## src/rtl/mpmc10_resp_fifo128_fta.sv

```systemverilog
// mpmc10_resp_fifo128_fta
//    Response-side buffer for one mpmc10 channel. Response beats arriving from the
//    memory-controller read/ack path are held in strict arrival order and handed back
//    to the requester through a registered head with a pop handshake.
//
//    Storage is a (DEPTH-1)-entry ring plus the output register, DEPTH beats in total.
//    The response structure is carried as flat fields (ack, tid, dat). tid and dat are
//    passed through unmodified.
//
// Ports
//    clk_i      clock, all logic on rising edge
//    rst_i      synchronous reset, active-high; discards every held beat
//    i_ack_i    incoming beat valid (push request)
//    i_tid_i    incoming beat transaction id
//    i_dat_i    incoming beat data
//    rd_i       consumer pops the head (ignored while o_ack_o=0)
//    o_ack_o    head valid (registered)
//    o_tid_o    head transaction id (registered)
//    o_dat_o    head data (registered)
//    empty_o    no beats held anywhere
//    full_o     count_o == DEPTH
//    afull_o    count_o >= AFULL
//    count_o    beats held, including the output register
//    ovf_o      sticky: a push was dropped because the buffer was full
module mpmc10_resp_fifo128_fta #(
   parameter int DEPTH = 16,
   parameter int AFULL = 12,
   parameter int TID_W = 13,
   parameter int DAT_W = 128
) (
   input  logic                     clk_i,
   input  logic                     rst_i,
   input  logic                     i_ack_i,
   input  logic [TID_W-1:0]         i_tid_i,
   input  logic [DAT_W-1:0]         i_dat_i,
   input  logic                     rd_i,
   output logic                     o_ack_o,
   output logic [TID_W-1:0]         o_tid_o,
   output logic [DAT_W-1:0]         o_dat_o,
   output logic                     empty_o,
   output logic                     full_o,
   output logic                     afull_o,
   output logic [$clog2(DEPTH):0]   count_o,
   output logic                     ovf_o
);

   localparam int PW    = $clog2(DEPTH);
   localparam int CW    = PW + 1;
   localparam int PAY_W = TID_W + DAT_W;

   // Ring slots run 0..DEPTH-2, so the pointer wraps explicitly at DEPTH-2.
   function automatic logic [PW-1:0] ptr_inc(input logic [PW-1:0] p);
      logic [PW-1:0] r;
      if (p == PW'(DEPTH - 2)) begin
         r = {PW{1'b0}};
      end else begin
         r = p + PW'(1);
      end
      return r;
   endfunction

   logic [PAY_W-1:0] mem_q [DEPTH-1];

   logic [PW-1:0]    wptr_q, wptr_d;
   logic [PW-1:0]    rptr_q, rptr_d;
   logic [PW-1:0]    rcnt_q, rcnt_d;
   logic [CW-1:0]    count_q, count_d;
   logic             o_ack_q, o_ack_d;
   logic [TID_W-1:0] o_tid_q, o_tid_d;
   logic [DAT_W-1:0] o_dat_q, o_dat_d;
   logic             empty_q, full_q, afull_q;
   logic             ovf_q, ovf_d;

   logic pop_s, push_s, load_s, ring_empty_s, ring_rd_s, ring_wr_s;

   // Handshake decode, head-register refill selection and next-state computation.
   always_comb begin
      pop_s        = rd_i & o_ack_q;
      // A pop in the same cycle frees a slot, so a push is legal even when full.
      push_s       = i_ack_i & (~full_q | pop_s);
      load_s       = ~o_ack_q | pop_s;
      ring_empty_s = (rcnt_q == {PW{1'b0}});
      ring_rd_s    = load_s & ~ring_empty_s;
      // With an empty ring, a push into a vacant head bypasses the ring entirely.
      ring_wr_s    = push_s & ~(load_s & ring_empty_s);

      o_ack_d = o_ack_q;
      o_tid_d = o_tid_q;
      o_dat_d = o_dat_q;
      if (load_s) begin
         if (!ring_empty_s) begin
            o_ack_d            = 1'b1;
            {o_tid_d, o_dat_d} = mem_q[rptr_q];
         end else if (push_s) begin
            o_ack_d = 1'b1;
            o_tid_d = i_tid_i;
            o_dat_d = i_dat_i;
         end else begin
            o_ack_d = 1'b0;
         end
      end else begin
         o_ack_d = o_ack_q;
      end

      wptr_d  = ring_wr_s ? ptr_inc(wptr_q) : wptr_q;
      rptr_d  = ring_rd_s ? ptr_inc(rptr_q) : rptr_q;
      rcnt_d  = rcnt_q + PW'(ring_wr_s) - PW'(ring_rd_s);
      count_d = count_q + CW'(push_s) - CW'(pop_s);
      ovf_d   = ovf_q | (i_ack_i & full_q & ~pop_s);
   end

   // Ring storage; contents need no reset because the pointers gate visibility.
   always_ff @(posedge clk_i) begin
      if (ring_wr_s) begin
         mem_q[wptr_q] <= {i_tid_i, i_dat_i};
      end
   end

   // State and registered status; flags are derived from the next count.
   always_ff @(posedge clk_i) begin
      if (rst_i) begin
         wptr_q  <= {PW{1'b0}};
         rptr_q  <= {PW{1'b0}};
         rcnt_q  <= {PW{1'b0}};
         count_q <= {CW{1'b0}};
         o_ack_q <= 1'b0;
         o_tid_q <= {TID_W{1'b0}};
         o_dat_q <= {DAT_W{1'b0}};
         empty_q <= 1'b1;
         full_q  <= 1'b0;
         afull_q <= 1'b0;
         ovf_q   <= 1'b0;
      end else begin
         wptr_q  <= wptr_d;
         rptr_q  <= rptr_d;
         rcnt_q  <= rcnt_d;
         count_q <= count_d;
         o_ack_q <= o_ack_d;
         o_tid_q <= o_tid_d;
         o_dat_q <= o_dat_d;
         empty_q <= (count_d == {CW{1'b0}});
         full_q  <= (count_d == CW'(DEPTH));
         afull_q <= (count_d >= CW'(AFULL));
         ovf_q   <= ovf_d;
      end
   end

   assign o_ack_o = o_ack_q;
   assign o_tid_o = o_tid_q;
   assign o_dat_o = o_dat_q;
   assign empty_o = empty_q;
   assign full_o  = full_q;
   assign afull_o = afull_q;
   assign count_o = count_q;
   assign ovf_o   = ovf_q;

endmodule

```

## config.mk

```make
export PLATFORM = sky130hd
export DESIGN_NAME = mpmc10_resp_fifo128_fta
export DESIGN_NICKNAME = d
export VERILOG_FILES = /design/src/rtl/mpmc10_resp_fifo128_fta.sv
export SDC_FILE = /design/constraint.sdc
export NUM_CORES = 2
export LEC_CHECK = 0
export ABC_AREA = 1
export CORE_ASPECT_RATIO = 1.4
export CORE_MARGIN = 2
export CORE_UTILIZATION = 57
export CTS_CLUSTER_DIAMETER = 60
export DETAILED_ROUTE_END_ITERATION = 7
export PLACE_DENSITY = 0.74
export SLEW_MARGIN = 25
export SYNTH_ARGS = -nofsm -noshare
export SYNTH_HDL_FRONTEND = slang
export SYNTH_SLANG_ARGS = --single-unit
```

## constraint.sdc

```tcl
create_clock -name clk_i -period 21.6 [get_ports clk_i]
set_input_delay 6.48 -clock clk_i [delete_from_list [all_inputs] [get_ports clk_i]]
set_output_delay 6.48 -clock clk_i [all_outputs]
set_load 0.005 [all_outputs]
```

# Word level (Yosys, flattened, before mapping)
# Memory sizes are Yosys's and may differ from the RTL's. A register that Yosys moved wholly into a read port is not among the register bits.
# Cells that the tools add are included.
# word_totals
elab_cells,53
mem_bits_rw,2115
romBits,0
latchBits,0
mem_count,1
input_bits,145
register_bits,163
# mem_list
name,depth,width,rd,rd_clocked_by_memory_dff,write_ports,line_no,source
mem_q,15,141,1,1,1,62,logic [PAY_W-1:0] mem_q [DEPTH-1];
# classes
n_mux,12
n_mul,0
addsub,6
n_lt_le_gt_ge,1
shift,0
bitwise_logic,15
n_reduce_logical,3
div,0
n_eq_ne,4
# ops
cell,count
$mux W128,2
$mux W13,2
$mux W4,4
$add A4 B1 Y4 const B,2
$eq A4 B4 Y1 const B,2
$and A1 B1 Y1,7
$add A5 B1 Y5,1
$eq A5 B5 Y1 const B,1
$ge A5 B4 Y1 const B,1
$logic_not A5 Y1,1
$not A1 Y1,5
$sub A5 B1 Y5,1
$add A4 B1 Y4,1
$logic_not A4 Y1,1
$mux W1,4
$sub A4 B1 Y4,1
$or A1 B1 Y1,3
$ne A2 B2 Y1 const B,1
$reduce_and A2 Y1,1

# Longest topological paths before layout
# logic_depth
word_depth,7
ltp_mapped,14

# Worst setup path before layout
# Ideal clock, no wire load.
# synth_timing
kind,input to register
startpoint,in rd_i
endpoint,"mem mem_q[11][0] (netlist bit), enable pin"
setup_ns,0.815
slack_ns,4.154
path_buffers,0
required_time_ns,20.785
arrival_time_ns,16.631
path_stages,8
path_cell_list,nand2_1 -> nand2_1 -> nand2_1 -> inv_2 -> nand2_1 -> inv_1 -> nand2_1 -> nor3_1
# synth_between
elab_chain_cells,7
elab_cells_between_ends,9
# synth_rtl
element,line_no,source
"start, declared",36,"input logic rd_i,"
$and A1 B1 Y1 *,78,pop_s = rd_i & o_ack_q;
$or A1 B1 Y1,81,load_s = ~o_ack_q | pop_s;
$and A1 B1 Y1,85,ring_wr_s = push_s & ~(load_s & ring_empty_s);
$not A1 Y1,85,
$and A1 B1 Y1 *,85,
$mux W1 *,114,if (ring_wr_s) begin
$mux W1 (implied by the code) *,115,"mem_q[wptr_q] <= {i_tid_i, i_dat_i};"
"end, declared",62,
# Every way passes the cells marked *; elsewhere a longest branch is shown, timed or not.

# Worst setup path in the final report
# layout_timing
startpoint,in rd_i
endpoint,"mem mem_q[10][62] (netlist bit), enable pin"
# The elaborated chain is that of the path after synthesis.

==> results.md <==
* Outcome: completed
* Tightest Pin Transition at 1150 ps
* Worst Hold Class: reg2reg
* Synth unique cells at 33
* Synth area leaders: edfxtp_1, nand2_1, nand3_1, dfxtp_1, a21oi_1
* Period utilization at 0.485
* Final WL at 240000 um
* Input/output buffers at 295
* Leakage at 39.1 nW
* Layout cells sized above 1 at 0.0606
* Largest net degree at the start of global routing at 243
* Post-synthesis register bit count at 2282
* Syn nets at 8421
* Area of the core at 162000 um2
* Area after DPL at 96900 um2
* Slew headroom at 0.232
* Clk buf depth at 3
* Fin nets at 8491
* Worst slack at placement at 10280 ps
* Synth top cells by count: nand2_1, edfxtp_1, nand3_1, a21oi_1, inv_1
* CP Data Arrival Time at 10950 ps
* Avg Cell Area, Syn at 11.2 um2
* DIE AREA at 166000 um2
* Synth Flop Type: edfxtp_1
* Async SR Flop Fraction at 0
* Post-CTS setup repair buffer count at 0
* Skew-Pair Late Insertion Delay at 870 ps
* Clock tree sinks at 2282
* Residual DRC at 0
* Initial DRT Pass Iterations at 6
* Critical Path End Type: flip-flop
* GRT overflow at 0
* Final Slew Violations at 0
* Max Clock Freq at 95.5 MHz
* Number of synthesis warnings at 0
* Worst-path fanout max at 52
* Die height at 482 um
* Dpl cells at 10.3k
* Non-Filler Instances at 10.6k
* Synth Instances at 8264
* Hold_buf cts at 0
* CP required at 22080 ps
* Mux share of post-synthesis cell area at 0
* Worst setup margin at 11130 ps
* DIE WIDTH at 345 um
* Final setup fails at 0
* Crit start category: primary input
* RSZ-0062 raised after global routing: false
* Post-synth EDFFs at 2115
* Post-Synth Adder-Cell Area at 0.00178
* Dominant cell type by area after synthesis: edfxtp_1
* Vias in the first global route at 61.0k
* Vias per cell at 5.90
* Post-CTS Resized at 0
* Fin area at 104000 um2
* CTS H-Tree Depth at 4
* Drt initial violations at 7508
* Row cnt at 175
* Synth top area share at 0.684
* Post-layout min period at 10470 ps
* CTS tree: built
* Maxcap violations at 0
* Via count at 62.8k
* Final Skew at 51.0 ps
* IO Count at 296
* Initial Util at 0.573
* Largest family of logic cells by synthesized area: simple AND/OR/NAND/NOR gates
* Setup tns final at 0 ps
* Root buf cell: clkbuf_16
* Wire length per cell at 22.5 um
* Register area share after synthesis at 0.720
* Post-DP HPWL at 120000 um
* Total CTS buffers at 203
* ANT nets after route at 0
* Mapped Area at 92900 um2
* Post-synthesis simple-gate area fraction at 0.196
* XOR/XNOR Fraction of Synth Area at 0.000377
* Total power per unit cell area at 122 nW/um2
* Worst-path clk slew at 60 ps
* VDD IR max at 0.0925 mV
* Synth-to-layout area growth at 11.8%
* Count leader, synth: nand2_1
* Endpoints failing hold at 0
* First-pass GRT wire length at 362000 um
* Worst setup path category: in2reg
* Initial antenna violation count at 8
* GP Congestion at 0.791
* Compound-Gate Fraction of Synth Area at 0.0397
* Total GRT Usage at 0.285
layout make-up:
class,count,area (um2)
Antenna cell,2,5.00
Clock buffer,266,5770
Clock inverter,117,1150
Fill cell,11844,58200
Inverter,354,1390
Multi-Input combinational cell,5113,22200
Sequential cell,2282,66900
Tap cell,2124,2660
Timing Repair Buffer,380,3840
layer usage:
metal,share of wire,track usage,up-vias
li1,-,-,28450
met2,0.49,0.484,3414
met3,0.098,0.0429,493
met4,0.030,0.107,8
met1,0.38,0.374,30444
met5,0.00027,0,-
stage by stage:
stage               hold slack, ps  utilization  power (mW)
floorplan                      434            -        7.70
global placement               454        0.598        8.86
detailed placement             470        0.598        8.93
CTS                            486        0.641        12.6
global route                   497        0.641        13.2
finish                         483        0.641        12.6
cell families (layout without fill, tap and decap cells):
kind of cell | count (synthesis) | in the layout
AOI/OAI and AO/OA | 713 | 713
xor gates and xnor gates | 4 | 4
adders and majority gates | 12 | 12
buffers and inverters | 869 | 1117
DFF | 2282 | 2282
other | 0 | 2
and+or+nand+nor | 4384 | 4384
critical path, stage by stage:
cell,delay [ps]
clkdlybuf4s50_1,490
nand2_1,100
nand2_1,70
nand2_1,90
inv_2,110
nand2_1,260
inv_1,260
nand3_1,280
nor2_4,390
buf_4,810
buf_4,830
buf_4,670
cells in the final DEF (no fill, tap or decap), drive strengths merged:
cell type / instances
buf: 85
a31oi: 2
nand4: 1
a211oi: 4
o31ai: 1
o22ai: 1
fa: 2
dfxtp: 167
clkbuf: 266
clkdlybuf4s50: 295
a221oi: 1
nor2: 201
clkinv: 74
a21oi: 358
o21ai: 312
or2: 86
nand2: 2906
clkinvlp: 11
inv: 369
edfxtp: 2115
xnor2: 1
o211ai: 34
nand3: 1187
xor2: 3
nor3: 3
diode: 2
ha: 10
bufinv: 17
registers in the layout, indices dropped and copies added (netlist names), 4 cells and up, named ones only:
| register | count |
|---|---|
| o_dat_o | 128 |
| wptr_q | 4 |
| rptr_q | 4 |
| mem_q | 2115 |
| count_o | 5 |
| rcnt_q | 4 |
| o_tid_o | 13 |
worst paths after layout:
| path | endpoint | slack [ps] | depth (start not counted) | start |
|---|---|---|---|---|
| max | mem_q[10][62]$_DFFE_PP_ | 11130 | 12 | rd_i |
| min | ovf_o$_SDFF_PP0_ | 480 | 2 | ovf_o$_SDFF_PP0_ |
| max reg2reg | mem_q[10][62]$_DFFE_PP_ | 16080 | 12 | rcnt_q[2]$_SDFF_PP0_ |
| min reg2reg | ovf_o$_SDFF_PP0_ | 480 | 2 | ovf_o$_SDFF_PP0_ |
power by group:
| group | leakage (nW) | switching, mW | internal (mW) |
|---|---|---|---|
| logic | 15.3 | 2.41 | 1.12 |
| registers | 20.5 | 0.230 | 5.15 |
| clock network | 3.38 | 1.62 | 2.10 |
No activity file was read; power rests on OpenSTA's default activity.
